<file path="src/rtl/kbest_update_unit.sv">
// K-best result memory read-modify-write front end: sorted insertion of candidates plus clear sweep.
// Optional build macro KBEST_DEDUP_EN discards candidates whose idx already sits in the list.
module kbest_update_unit #(
   parameter int unsigned DATA_WIDTH = 32,
   parameter int unsigned IDX_WIDTH  = 9,
   parameter int unsigned DIST_WIDTH = DATA_WIDTH - IDX_WIDTH,
   parameter int unsigned K          = 4
) (
   input  logic                      i_clk,
   input  logic                      i_rst,
   input  logic                      i_init,
   output logic                      o_init_done,
   output logic                      o_busy,
   input  logic                      i_in_valid,
   output logic                      o_in_ready,
   input  logic [7:0]                i_in_addr,
   input  logic [DIST_WIDTH-1:0]     i_in_dist,
   input  logic [IDX_WIDTH-1:0]      i_in_idx,
   output logic                      o_mem_csb0,
   output logic                      o_mem_web0,
   output logic [7:0]                o_mem_addr0,
   output logic [K*DATA_WIDTH-1:0]   o_mem_wdata0,
   input  logic [K*DATA_WIDTH-1:0]   i_mem_rdata0
);

   localparam int unsigned       PW = $clog2(K + 1);
   localparam int unsigned       WW = K * DATA_WIDTH;
   localparam logic [PW-1:0]     KP = PW'(K);

   typedef enum logic [2:0] {StIdle, StInit, StRead, StMerge, StWrite} state_e;

   state_e                  r_state;
   state_e                  w_state_nxt;
   logic [7:0]              r_cnt;
   logic [7:0]              r_mem_addr0;
   logic [WW-1:0]           r_mem_wdata0;
   logic [DIST_WIDTH-1:0]   r_dist;
   logic [IDX_WIDTH-1:0]    r_idx;
   logic                    r_init_done;

   logic [DATA_WIDTH-1:0]   w_cand;
   logic [WW-1:0]           w_shift;
   logic [WW-1:0]           w_merged;
   logic [PW-1:0]           w_pos;
   logic                    w_dup;
   logic                    w_discard;

   assign o_mem_addr0  = r_mem_addr0;
   assign o_mem_wdata0 = r_mem_wdata0;
   assign o_init_done  = r_init_done;
   assign o_busy       = (r_state != StIdle);
   assign o_in_ready   = (r_state == StIdle) && !i_init;

   assign w_cand  = {r_dist, r_idx};
   // Old list moved down one rank; rank 0 filler is never selected.
   assign w_shift = {i_mem_rdata0[WW-DATA_WIDTH-1:0], {DATA_WIDTH{1'b1}}};

   always_comb begin
      w_pos    = '0;
      w_dup    = 1'b0;
      w_merged = '0;
      for (int r = 0; r < K; r++) begin
         if (i_mem_rdata0[r*DATA_WIDTH + IDX_WIDTH +: DIST_WIDTH] <= r_dist) begin
            w_pos = w_pos + 1'b1;
         end
`ifdef KBEST_DEDUP_EN
         if ((i_mem_rdata0[r*DATA_WIDTH +: DATA_WIDTH] != {DATA_WIDTH{1'b1}}) &&
             (i_mem_rdata0[r*DATA_WIDTH +: IDX_WIDTH] == r_idx)) begin
            w_dup = 1'b1;
         end
`endif
      end
      for (int r = 0; r < K; r++) begin
         if (PW'(r) < w_pos) begin
            w_merged[r*DATA_WIDTH +: DATA_WIDTH] = i_mem_rdata0[r*DATA_WIDTH +: DATA_WIDTH];
         end else if (PW'(r) == w_pos) begin
            w_merged[r*DATA_WIDTH +: DATA_WIDTH] = w_cand;
         end else begin
            w_merged[r*DATA_WIDTH +: DATA_WIDTH] = w_shift[r*DATA_WIDTH +: DATA_WIDTH];
         end
      end
   end

   assign w_discard = (w_pos == KP) || w_dup;

   always_ff @(posedge i_clk) begin
      if (i_rst) begin
         r_state <= StIdle;
      end else begin
         r_state <= w_state_nxt;
      end
   end

   always_comb begin
      w_state_nxt = r_state;
      o_mem_csb0  = 1'b1;
      o_mem_web0  = 1'b1;
      unique case (r_state)
         StIdle: begin
            if (i_init) begin
               w_state_nxt = StInit;
            end else if (i_in_valid) begin
               w_state_nxt = StRead;
            end
         end
         StInit: begin
            o_mem_csb0 = 1'b0;
            o_mem_web0 = 1'b0;
            if (r_cnt == 8'hFF) begin
               w_state_nxt = StIdle;
            end
         end
         StRead: begin
            o_mem_csb0  = 1'b0;
            w_state_nxt = StMerge;
         end
         StMerge: begin
            w_state_nxt = w_discard ? StIdle : StWrite;
         end
         StWrite: begin
            o_mem_csb0  = 1'b0;
            o_mem_web0  = 1'b0;
            w_state_nxt = StIdle;
         end
         default: begin
            w_state_nxt = StIdle;
         end
      endcase
   end

   always_ff @(posedge i_clk) begin
      if (i_rst) begin
         r_cnt        <= '0;
         r_mem_addr0  <= '0;
         r_mem_wdata0 <= '0;
         r_dist       <= '0;
         r_idx        <= '0;
         r_init_done  <= 1'b0;
      end else begin
         r_init_done <= 1'b0;
         unique case (r_state)
            StIdle: begin
               if (i_init) begin
                  r_cnt        <= '0;
                  r_mem_addr0  <= '0;
                  r_mem_wdata0 <= '1;
               end else if (i_in_valid) begin
                  r_mem_addr0 <= i_in_addr;
                  r_dist      <= i_in_dist;
                  r_idx       <= i_in_idx;
               end
            end
            StInit: begin
               // Address 255 stays on the bus after the sweep ends.
               if (r_cnt == 8'hFF) begin
                  r_init_done <= 1'b1;
               end else begin
                  r_cnt       <= r_cnt + 8'd1;
                  r_mem_addr0 <= r_cnt + 8'd1;
               end
            end
            StMerge: begin
               if (!w_discard) begin
                  r_mem_wdata0 <= w_merged;
               end
            end
            default: begin
            end
         endcase
      end
   end

endmodule

</file>
<file path="config.mk">
export PLATFORM = sky130hd
export DESIGN_NAME = kbest_update_unit
export DESIGN_NICKNAME = d
export VERILOG_FILES = /design/src/rtl/kbest_update_unit.sv
export SDC_FILE = /design/constraint.sdc
export NUM_CORES = 1
export LEC_CHECK = 0
export ABC_CLOCK_PERIOD_IN_PS = 10300
export BUFFER_PORTS_ARGS = -buffer_cell sky130_fd_sc_hd__buf_2
export CORE_MARGIN = 2
export CORE_UTILIZATION = 35
export DETAILED_ROUTE_END_ITERATION = 10
export GPL_ROUTABILITY_DRIVEN = 0
export SLEW_MARGIN = 20
export SYNTH_ARGS = -nofsm -noshare
export SYNTH_HDL_FRONTEND = slang
export SYNTH_SLANG_ARGS = --single-unit
</file>
<file path="constraint.sdc">
create_clock -name i_clk -period 10.3 [get_ports i_clk]
set_input_delay 2.06 -clock i_clk [delete_from_list [all_inputs] [get_ports i_clk]]
set_output_delay 2.06 -clock i_clk [all_outputs]
set_load 0.01 [all_outputs]
</file>
## After elaboration in Yosys (flattened, before gate mapping)

Cells that the tools add are included.

| operators by class | value |
|---|---|
| $add $sub $neg | 4 |
| $mul | 0 |
| divide/modulo/power cells | 0 |
| order comparisons | 8 |
| equality and inequality tests | 14 |
| shifts and indexed selects | 0 |
| muxes and demuxes | 29 |
| bitwise operators | 2 |
| reduce and logical (&&, ||, !) cells | 15 |

Operator list:

| kind | count |
|---|---|
| 128-bit 2-to-1 mux | 2 |
| 32-bit 2-to-1 mux | 8 |
| 128-bit one-hot mux with 2 select lines | 1 |
| 23-bit <= comparator | 4 |
| 8-bit 2-to-1 mux | 4 |
| 8-bit one-hot mux with 2 select lines | 2 |
| 3-bit 2-to-1 mux | 7 |
| 3-bit one-hot mux with 4 select lines | 1 |
| 3-bit AND reduction | 4 |
| 3-bit by 1-bit adder with 3-bit output (second input constant) | 3 |
| 8-bit by 1-bit adder with 8-bit output (second input constant) | 1 |
| 8-bit == test (second input constant) | 1 |
| 2-bit inequality test (second input constant) | 4 |
| 2-bit by 3-bit == test with 1-bit output (first input constant) | 2 |
| 3-bit by 2-bit == test with 1-bit output (second input constant) | 2 |
| 3-bit == test (second input constant) | 2 |
| 3-bit zero test | 2 |
| 1-bit by 3-bit less-than comparator with 1-bit output (first input constant) | 2 |
| 2-bit by 3-bit less-than comparator with 1-bit output (first input constant) | 2 |
| 1-bit 2-to-1 mux | 4 |
| 2-bit nonzero test | 2 |
| 2-bit OR reduction | 2 |
| 1-bit by 3-bit == test with 1-bit output (first input constant) | 1 |
| 3-bit by 1-bit == test with 1-bit output (second input constant) | 1 |
| other kinds (7) | 8 |

| word-level totals | value |
|---|---|
| register bits after elaboration | 180 |
| bits in latches | 0 |
| memory bits (writable) | 0 |
| ROM bits | 0 |
| input port bits | 172 |
| output and inout bits | 141 |
| memories kept | 0 |

## Depth between registers and ports, before layout

Gate-level depths: netlist of the first run.

| logic depth | value |
|---|---|
| word-level depth | 13 |
| depth in mapped cells | 25 |

## Least setup slack after synthesis of the first run

OpenSTA, ideal clock, no wires.

| timing | value |
|---|---|
| kind | input to register |
| from | input port i_mem_rdata0[57] |
| to | register r_mem_wdata0[64], in the netlist o_mem_wdata0[64] |
| library setup time | 0.143 ns |
| data arrival time | 6.543 ns |
| required time | 10.157 ns |
| setup slack | 3.614 ns |
| cell stages on the path | 24 |
| buffers on the path | 3 |
| path through | ha_1 > a21o_1 > a21o_1 > a21o_1 > a21o_1 > a21o_1 > a21o_1 > a21o_1 > a211oi_1 > a21oi_1 > ha_1 > o21ai_1 > a21oi_1 > nor4_4 > inv_1 > ha_1 > a221o_1 > and2_1 > o31a_1 > buf_2 > nor2_4 > buf_6 > buf_6 > a221oi_1 |

| on the way | value |
|---|---|
| cells in the longest elaborated chain, start to end | 11 |
| elaborated cells on any way between the ends | 15 |

RTL lines:

| what | RTL line | RTL |
|---|---|---|
| start: declaration | 23 | `input logic [K*DATA_WIDTH-1:0] i_mem_rdata0` |
| 23-bit <= comparator (*) | 63 | `if (i_mem_rdata0[r*DATA_WIDTH + IDX_WIDTH +: DIST_WIDTH] <= r_dist) begin` |
| 3-bit 2-to-1 mux (*) | 63 |  |
| 3-bit by 1-bit adder with 3-bit output | 64 | `w_pos = w_pos + 1'b1;` |
| 3-bit 2-to-1 mux (*) | 63 |  |
| 3-bit by 1-bit adder with 3-bit output | 64 |  |
| 3-bit 2-to-1 mux (*) | 63 |  |
| branches (longest 5 deep; another with 2-bit by 3-bit less-than comparator with 1-bit output) | - |  |
| end signal: assignment | 164 | `r_mem_wdata0 <= w_merged;` |
| end: declaration | 36 | `logic [WW-1:0] r_mem_wdata0;` |

Every way passes the cells marked *. The select of a mux whose other input is x is not followed.
A chain may end at the register's enable or synchronous reset.

## Worst setup path after layout of the first run

| timing | value |
|---|---|
| from | input port i_mem_rdata0[57] |
| to | register r_mem_wdata0[98], in the netlist o_mem_wdata0[98] |

Same word-level chain as after synthesis.

==> impl_metrics.env, run 1 <==
export IMPL_via_per_inst=5.66
export IMPL_startpoint="i_mem_rdata0[57]"
export IMPL_syn_inst=1271
export IMPL_p_int_mw=1.41
export IMPL_initialDrtViolationCount=853
export IMPL_p_switching_uw=829
export IMPL_power_mw=2.24
export IMPL_slew_limit_headroom=0.234
export IMPL_fin_setup_tns_ps=0
export IMPL_crit_fanout=20
export IMPL_track_usage=0.239
export IMPL_seqPwrFrac=0.367
export IMPL_path_class="in2reg"
export IMPL_clkLatencyLatePin_ps=450
export IMPL_ys_seq_elements=180
export IMPL_wl_um=40200
export IMPL_grt_pass1_wl_um=60900
export IMPL_cp_start_kind="primary input"
export IMPL_synth_edff_count=0
export IMPL_synth_cell_types=60
export IMPL_cts_resized=0
export IMPL_die_area_sq_mm=0.0326
export IMPL_worstPathArrival_ps=8330
export IMPL_syn_to_final_growth_pct=22.2
export IMPL_ys_flop_type="dfxtp_1"
export IMPL_die_h_um=181
export IMPL_remaining_drc_errors=0
export IMPL_rsz0062_at_grt="false"
export IMPL_nFillCells=3117
export IMPL_htree_levels=4
export IMPL_p_clk_frac=0.299
export IMPL_ff2ff_path_depth=24
export IMPL_cts_buffer_depth=2
export IMPL_outcome="finished clean"
export IMPL_utilization=0.435
export IMPL_post_cts_buffers=0
export IMPL_cts_root_buf="clkbuf_16"
export IMPL_core_area_sq_mm=0.0307
export IMPL_yosysTopAreaCell="dfxtp_1"
export IMPL_grt_pass1_vias=10545
export IMPL_power_density_mw_per_mm2=168
export IMPL_drive_gt1_frac=0.266
export IMPL_p_sw_frac=0.370
export IMPL_antenna_found_initial=1
export IMPL_finalNonFillerCells=1937
export IMPL_syn_area_sq_mm=0.0109
export IMPL_dp_cells=1904
export IMPL_drt_pass1_iterations=5
export IMPL_setup_viol=0
export IMPL_cp_end_kind="flip-flop"
export IMPL_grt_max_degree=93
export IMPL_ff2ff_setup_slack_ps=3430
export IMPL_place_ws_ps=2020
export IMPL_r2r_end="o_mem_wdata0[98]"
export IMPL_p_leak_nw=5.83
export IMPL_dpl_instance_area_sq_mm=0.0128
export IMPL_dp_hpwl_um=28700
export IMPL_layout_worst_path_cycle_share=0.776
export IMPL_gr_total_overflow=0
export IMPL_tritoncts="yes"
export IMPL_clock_sinks=180
export IMPL_finClkSkew_ps=19.1
export IMPL_finalCriticalPeriod_ps=8000
export IMPL_start_util=0.356
export IMPL_num_vias=10958
export IMPL_worst_slew_pin_slew_ps=1150
export IMPL_fin_nets=1795
export IMPL_cts_made_buffers=17
export IMPL_max_freq_mhz=125
export IMPL_ir_drop_uv=141
export IMPL_num_rows=64
export IMPL_io_pins=313
export IMPL_syn_nets=1539
export IMPL_endpoint="o_mem_wdata0[98]"
export IMPL_ant_nets=0
export IMPL_r2r_start="r_dist[16]"
export IMPL_fin_ws_ps=2300
export IMPL_drv_slew=0
export IMPL_hold_class="reg2reg"
export IMPL_ys_seq_area_frac=0.330
export IMPL_cap_violations=0
export IMPL_crit_required_ps=10640
export IMPL_multiInputGateArea_sq_mm=0.00645
export IMPL_avgSynthCellArea_sq_um=8.58
export IMPL_yosysWarnings=0
export IMPL_async_reset_ff_frac=0
export IMPL_p_comb_frac=0.334
export IMPL_regArea_sq_mm=0.00360
export IMPL_final_area_sq_mm=0.0133
export IMPL_hold_viol_final=0
export IMPL_die_x_um=181
export IMPL_ctsHoldBuffers=0
export IMPL_synth_area_leaders="dfxtp_1 33%, ha_1 11%, mux2i_1 5.8%"
export IMPL_hold_worst_slack_ps=455
export IMPL_io_buffers=312
export IMPL_wl_per_cell_um=20.8
export IMPL_cts_clk_slew_worst_paths_ps=70
export IMPL_synth_top_area_share=0.330
power groups by stage:
stage               sequential (mW)  clock (mW)  combinational [mW]
global placement              0.837           0               0.733
CTS                           0.822       0.677               0.746
global route                  0.831       0.707               0.809
floorplan                     0.855           0               0.443
detailed placement            0.837           0               0.744
finish                        0.823       0.670               0.747
worst min path at each step:
| stage | endpoint | startpoint | slack, ps | cells after the start |
|---|---|---|---|---|
| after floorplan | r_cnt[1] | r_cnt[1] | 440 | 2 |
| after global placement | o_mem_wdata0[112] | o_mem_wdata0[112] | 440 | 2 |
| after detailed placement | o_mem_wdata0[114] | o_mem_wdata0[114] | 450 | 2 |
| after CTS | o_mem_wdata0[114] | o_mem_wdata0[114] | 460 | 2 |
| after global routing | o_mem_wdata0[71] | o_mem_wdata0[71] | 480 | 2 |
| final | o_mem_wdata0[113] | o_mem_wdata0[113] | 450 | 2 |
cell usage after synthesis, drive strengths merged, types with 37 or more instances:
master,n
a221oi,65
dfxtp,180
ha,96
mux2i,63
a211oi,72
nor2,45
clkbuf,55
a31oi,37
buf,38
a21oi,74
inv,129
nand2,161
per-layer routing:
metal,up-vias,GRT usage,part of all wire
met2,468,0.393,0.47
met1,5214,0.322,0.45
met5,-,0,0
met3,50,0.0396,0.067
li1,5226,-,-
met4,0,0.0674,0.019
cell usage in the layout (no fill, tap or decap), types with 43 or more instances in the layout:
master and n:
mux2i_1 63, a211oi_1 71, inv_1 129, nor2_1 43, a21oi_1 74, ha_1 96
a221oi_1 65, dfxtp_1 180, nand2_1 160, buf_2 311
area by class of cell:
type                       instances  share of cell area
antenna                            1            0.000188
clock buffer                      18              0.0322
clock inverter                    14              0.0113
inverter                         130              0.0366
multi-input combinational        868               0.484
sequential                       180               0.270
tap                              396              0.0372
timing repair buffer             330               0.128
cell families after synthesis:
family,count (synthesis),share of synthesized area
DFF,180,0.330
buffers and inverters,223,0.0841
AOI/OAI and AO/OA,423,0.296
muxes,63,0.0578
xor gates and xnor gates,10,0.00872
adders and majority gates,96,0.110
and+or+nand+nor,276,0.113
critical path: stages:
cell       delay (ps)
buf_2             120
ha_1              320
a21o_1            190
a21o_1            180
a21o_1            170
a21o_1            170
a21o_1            170
a21o_1            160
a21o_1            200
a211oi_1          310
a21oi_1           120
ha_1              320
o21ai_1           130
a21oi_1           100
nor4_4            670
inv_1             100
ha_1              240
o2111ai_1         140
nand2_1           570
buf_4             440
a211oi_4          640
buf_4             410
a211oi_1          120
a211oi_1          230
registers in the layout, summed over array words and instances, names as in the netlist:
register      count
r_dist           23
r_state           3
r_idx             9
r_cnt             8
o_mem_addr0       8
o_init_done       1
o_mem_wdata0    128
No activity file was read; power rests on OpenSTA's default activity.
==> run 2, diff against run 1 <==
ABC_AREA = 1   (was not set)
ABC_CLOCK_PERIOD_IN_PS = 6690   (was 10300)
clock period = 6.69 ns   (was 10.3 ns; I/O delays follow)
==> run 2 against run 1 <==
Hold slack gained 33 ps; core utilization shrank 1.6 points; power grew 98%; sequential share of layout area shrank 2.7 points; area after synthesis grew 15%; routed wire length grew 19%; critical path depth grew 3; non-clock buffer count grew 3; largest power group is now combinational logic.
==> impl_metrics.env, run 2 <==
export IMPL_io_pins=313
export IMPL_avgSynthCellArea_sq_um=6.22
export IMPL_cp_start_kind="primary input"
export IMPL_start_util=0.353
export IMPL_nFillCells=3883
export IMPL_clock_sinks=180
export IMPL_die_x_um=193
export IMPL_core_area_sq_mm=0.0354
export IMPL_io_buffers=312
export IMPL_finalCriticalPeriod_ps=5000
export IMPL_post_cts_buffers=0
export IMPL_antenna_found_initial=5
export IMPL_final_area_sq_mm=0.0148
export IMPL_synth_edff_count=0
export IMPL_power_mw=4.43
export IMPL_outcome="finished clean"
export IMPL_initialDrtViolationCount=1148
export IMPL_num_rows=69
export IMPL_path_class="in2reg"
export IMPL_htree_levels=4
export IMPL_worst_slew_pin_slew_ps=991
export IMPL_synth_area_leaders="dfxtp_1 29%, nand2_1 15%, nand3_1 11%"
export IMPL_cts_buffer_depth=2
export IMPL_drt_pass1_iterations=8
export IMPL_cts_made_buffers=17
export IMPL_clkLatencyLatePin_ps=460
export IMPL_slowest_delay_ps=640
export IMPL_cts_clk_slew_worst_paths_ps=80
export IMPL_cap_violations=0
export IMPL_grt_max_degree=142
export IMPL_ys_seq_area_frac=0.288
export IMPL_synth_top_area_share=0.288
export IMPL_yosysMostFrequentCell="nand2_1"
export IMPL_grt_pass1_vias=12728
export IMPL_yosysTopAreaCell="dfxtp_1"
export IMPL_die_h_um=193
export IMPL_yosysWarnings=0
export IMPL_largest_reg_flops=128
export IMPL_ys_flop_type="dfxtp_1"
export IMPL_grt_pass1_wl_um=72900
export IMPL_remaining_drc_errors=0
export IMPL_syn_area_sq_mm=0.0125
export IMPL_drive_gt1_frac=0.175
export IMPL_hold_worst_slack_ps=487
export IMPL_slowest_stage="inv_1"
export IMPL_most_common_layout_cells="493 x nand2_1, 312 x buf_2, 268 x nand3_1"
export IMPL_async_reset_ff_frac=0
export IMPL_gr_total_overflow=0
export IMPL_syn_to_final_growth_pct=18.7
export IMPL_cts_root_buf="clkbuf_16"
export IMPL_ctsHoldBuffers=0
export IMPL_slew_limit_headroom=0.339
export IMPL_syn_inst=2010
export IMPL_holdPathStages=2
export IMPL_crit_required_ps=7050
export IMPL_yosys_top_cells_count="493 x nand2_1, 268 x nand3_1, 241 x inv_1, 208 x nor2_1, 180 x dfxtp_1"
export IMPL_ant_nets=0
export IMPL_rsz0062_at_grt="false"
export IMPL_via_per_inst=5.09
export IMPL_hold_class="reg2reg"
export IMPL_crit_fanout=22
export IMPL_dp_hpwl_um=35100
export IMPL_setup_viol=0
export IMPL_dpl_instance_area_sq_mm=0.0142
export IMPL_multiInputGateArea_sq_mm=0.00736
export IMPL_synth_cell_types=40
export IMPL_finClkSkew_ps=14.8
export IMPL_hold_viol_final=0
export IMPL_p_leak_nw=7.76
export IMPL_fin_setup_tns_ps=0
export IMPL_cp_end_kind="flip-flop"
export IMPL_drv_slew=0
export IMPL_ff2ff_path_depth=22
export IMPL_syn_nets=2278
export IMPL_fin_nets=2509
export IMPL_regArea_sq_mm=0.00360
export IMPL_max_freq_mhz=200
export IMPL_power_density_mw_per_mm2=299
export IMPL_worstPathArrival_ps=5360
export IMPL_layout_worst_path_cycle_share=0.747
export IMPL_tritoncts="yes"
export IMPL_cts_resized=0
export IMPL_ff2ff_setup_slack_ps=2030
export IMPL_wl_um=47800
export IMPL_track_usage=0.254
export IMPL_ys_seq_elements=180
export IMPL_die_area_sq_mm=0.0372
export IMPL_utilization=0.419
export IMPL_wl_per_cell_um=17.5
export IMPL_ir_drop_uv=204
export IMPL_num_vias=13866
export IMPL_final_common_cell="nand2_1"
[run 2: logic make-up after synthesis]
kind of cell,count (synthesis),synth area share
AND/OR/NAND/NOR,1043,0.360
buffers and inverters,374,0.124
adder cells (fa/ha/maj),96,0.0961
flip-flops,180,0.288
AO/OA/AOI/OAI,317,0.132
[run 2: where the power goes]
| group | leakage, nW | internal (mW) | switching (mW) |
|---|---|---|---|
| sequential | 1.49 | 1.24 | 0.100 |
| combinational | 6.00 | 0.652 | 1.42 |
| clock | 0.269 | 0.505 | 0.515 |
[run 2: path summary, 6_finish.rpt]
path                          from          endpoint
setup / recovery  i_mem_rdata0[43]  o_mem_wdata0[80]
setup reg to reg        r_dist[20]  o_mem_wdata0[80]
hold / removal            r_cnt[4]          r_cnt[4]
hold reg to reg           r_cnt[4]          r_cnt[4]
[run 2: layer usage]
metal / global-route usage / up-vias / share of wire / wire, um
li1: - / 6955 / - / -
met2: 0.375 / 481 / 0.43 / 20400
met1: 0.379 / 6382 / 0.49 / 23600
met3: 0.0338 / 48 / 0.061 / 2890
met4: 0.0813 / 0 / 0.020 / 963
met5: 0 / - / 0 / 0
[run 2: worst max-delay path, delay by kind of cell]
family | cells | cell delay, ps
buffers and inverters | 6 | 1210
AND/OR/NAND/NOR | 12 | 1130
AO/OA/AOI/OAI | 6 | 880
adder cells (fa/ha/maj) | 3 | 810
[run 2: final cells by class]
type	instances	area share
clock buffers	18	0.0296
inverters	253	0.0642
repair buffers	333	0.118
flip-flops and latches	180	0.243
multi-input cells	1456	0.496
well taps	461	0.0389
diodes	7	0.00118
clock inverters	14	0.00953
[run 2: stage by stage]
| stage | setup WS [ps] | std cells |
|---|---|---|
| global placement | 1290 | 2683 |
| finish | 1690 | 2722 |
| floorplan | 2230 | 2010 |
| CTS | 1690 | 2715 |
| global route | 1160 | 2719 |
| detailed placement | 1230 | 2683 |
==> run 3, diff against run 2 <==
ABC_CLOCK_PERIOD_IN_PS = 4650   (was 6690)
clock period = 4.65 ns   (was 6.69 ns; I/O delays follow)
==> run 3 against run 2 <==
Core utilization is 0.94 points higher; via count is 0.93% higher; clock skew is 0.71 ps higher; cell count is 1.0% higher; worst setup slack worse by 1300 ps; clock power is 40% higher; non-clock buffer count is 28 higher; combinational power is 53% higher; die area stayed put; highest routed layer unchanged.
==> impl_metrics.env, run 3 (synthesized netlist as in run 2, its figures left out) <==
export IMPL_syn_to_final_growth_pct=21.3
export IMPL_cts_buffer_depth=2
export IMPL_cap_violations=0
export IMPL_worstPathArrival_ps=4620
export IMPL_ant_nets=0
export IMPL_cts_clk_slew_worst_paths_ps=80
export IMPL_crit_required_ps=5000
export IMPL_grt_pass1_vias=12815
export IMPL_tritoncts="yes"
export IMPL_fin_ws_ps=381
export IMPL_start_util=0.353
export IMPL_antenna_found_initial=7
export IMPL_path_class="in2reg"
export IMPL_outcome="finished clean"
export IMPL_htree_levels=4
export IMPL_fin_nets=2537
export IMPL_use_met2=0.375
export IMPL_num_rows=69
export IMPL_slew_limit_headroom=0.351
export IMPL_largest_reg_flops=128
export IMPL_hold_class="reg2reg"
export IMPL_drive_gt1_frac=0.185
export IMPL_rsz0062_at_grt="false"
export IMPL_hold_viol_final=0
export IMPL_finalNonFillerCells=2750
export IMPL_grt_max_degree=77
export IMPL_use_met1=0.368
export IMPL_wl_um=47700
export IMPL_busiest_layer="met2"
export IMPL_holdPathStages=2
export IMPL_grt_use_met3=0.0447
export IMPL_ir_drop_uv=402
export IMPL_grt_pass1_wl_um=72600
export IMPL_power_density_mw_per_mm2=429
export IMPL_dp_hpwl_um=36400
export IMPL_drv_slew=0
export IMPL_gr_total_overflow=0
export IMPL_die_area_sq_mm=0.0372
export IMPL_wl_per_cell_um=17.3
export IMPL_clkLatencyLatePin_ps=460
export IMPL_ff2ff_path_depth=23
export IMPL_nFillCells=3831
export IMPL_crit_fanout=25
export IMPL_dp_cells=2709
export IMPL_track_usage=0.254
export IMPL_initialDrtViolationCount=1114
export IMPL_setup_viol=0
export IMPL_layout_worst_path_cycle_share=0.918
export IMPL_finalCriticalPeriod_ps=4270
export IMPL_most_common_layout_cells="493 x nand2_1, 312 x buf_2, 268 x nand3_1"
export IMPL_cp_start_kind="primary input"
export IMPL_die_h_um=193
export IMPL_worst_slew_pin_slew_ps=974
export IMPL_cp_end_kind="flip-flop"
export IMPL_cts_root_buf="clkbuf_16"
export IMPL_finClkSkew_ps=15.5
export IMPL_clock_sinks=180
export IMPL_drt_pass1_iterations=6
export IMPL_io_buffers=312
export IMPL_p_leak_nw=7.94
export IMPL_max_freq_mhz=234
export IMPL_place_ws_ps=-67.2
export IMPL_final_common_cell="nand2_1"
export IMPL_die_x_um=193
export IMPL_num_vias=13995
export IMPL_remaining_drc_errors=0
export IMPL_cts_made_buffers=17
export IMPL_via_per_inst=5.09
export IMPL_ctsHoldBuffers=0
export IMPL_io_pins=313
export IMPL_core_area_sq_mm=0.0354
-- run 3: critical path: stages --
cell	delay [ps]
buf_2	140
ha_1	310
a21oi_1	140
o21ai_0	90
a21oi_1	170
nor2_1	50
a211o_1	220
nand2_1	50
inv_1	30
o21ai_0	130
nand3b_1	90
nand2_1	90
inv_1	40
ha_1	310
nand3_1	130
nand2_2	120
ha_1	170
a21boi_0	170
nand2_1	80
nand2_2	170
nand3_2	120
nand2_4	180
nand2_2	130
buf_4	280
o21ai_0	190
nor2_1	60
-- run 3: metal layers --
layer	up-vias	part of all wire
li1	7014	-
met2	541	0.42
met4	0	0.024
met5	-	0
met3	51	0.080
met1	6389	0.47
-- run 3: worst paths after layout --
| check | from | to | slack [ps] |
|---|---|---|---|
| hold reg to reg | r_cnt[4] | r_cnt[4] | 470 |
| hold / removal | r_cnt[4] | r_cnt[4] | 470 |
| setup / recovery | i_mem_rdata0[43] | o_mem_wdata0[59] | 380 |
| setup reg to reg | r_dist[16] | o_mem_wdata0[59] | 420 |
-- run 3: power breakdown --
part	internal, mW	switching, mW
logic	1.07	2.09
registers	1.79	0.135
clock network	0.701	0.725
-- run 3: layout make-up --
cell class / count / area (sq um) / area share
Multi-Input combinational cell: 1456 / 7360 / 0.485
Antenna cell: 7 / 17.5 / 0.00115
Sequential cell: 180 / 3600 / 0.238
Clock inverter: 14 / 119 / 0.00784
Tap cell: 461 / 577 / 0.0380
Timing Repair Buffer: 361 / 2100 / 0.139
Clock buffer: 18 / 429 / 0.0283
Inverter: 253 / 956 / 0.0630
-- run 3: metrics by stage --
step           utilization  power (mW)  cell area (sq um)  TNS (ps)  hold WS (ps)
6_report             0.429        6.51              15200         0           474
5_1_grt              0.428        7.01              15200         0           504
4_1_cts              0.427        6.52              15100         0           473
3_5_place_dp         0.412        5.08              14600     -1540           462
3_3_place_gp         0.412        5.04              14600         0           449
2_1_floorplan            -        4.02              12500         0           441
-- run 3: timing repair --
action	in CTS	in global routing
setup buffers	0	2
gates resized for setup	0	2
setup endpoints to repair	0	89
endpoints found under the hold margin	0	0
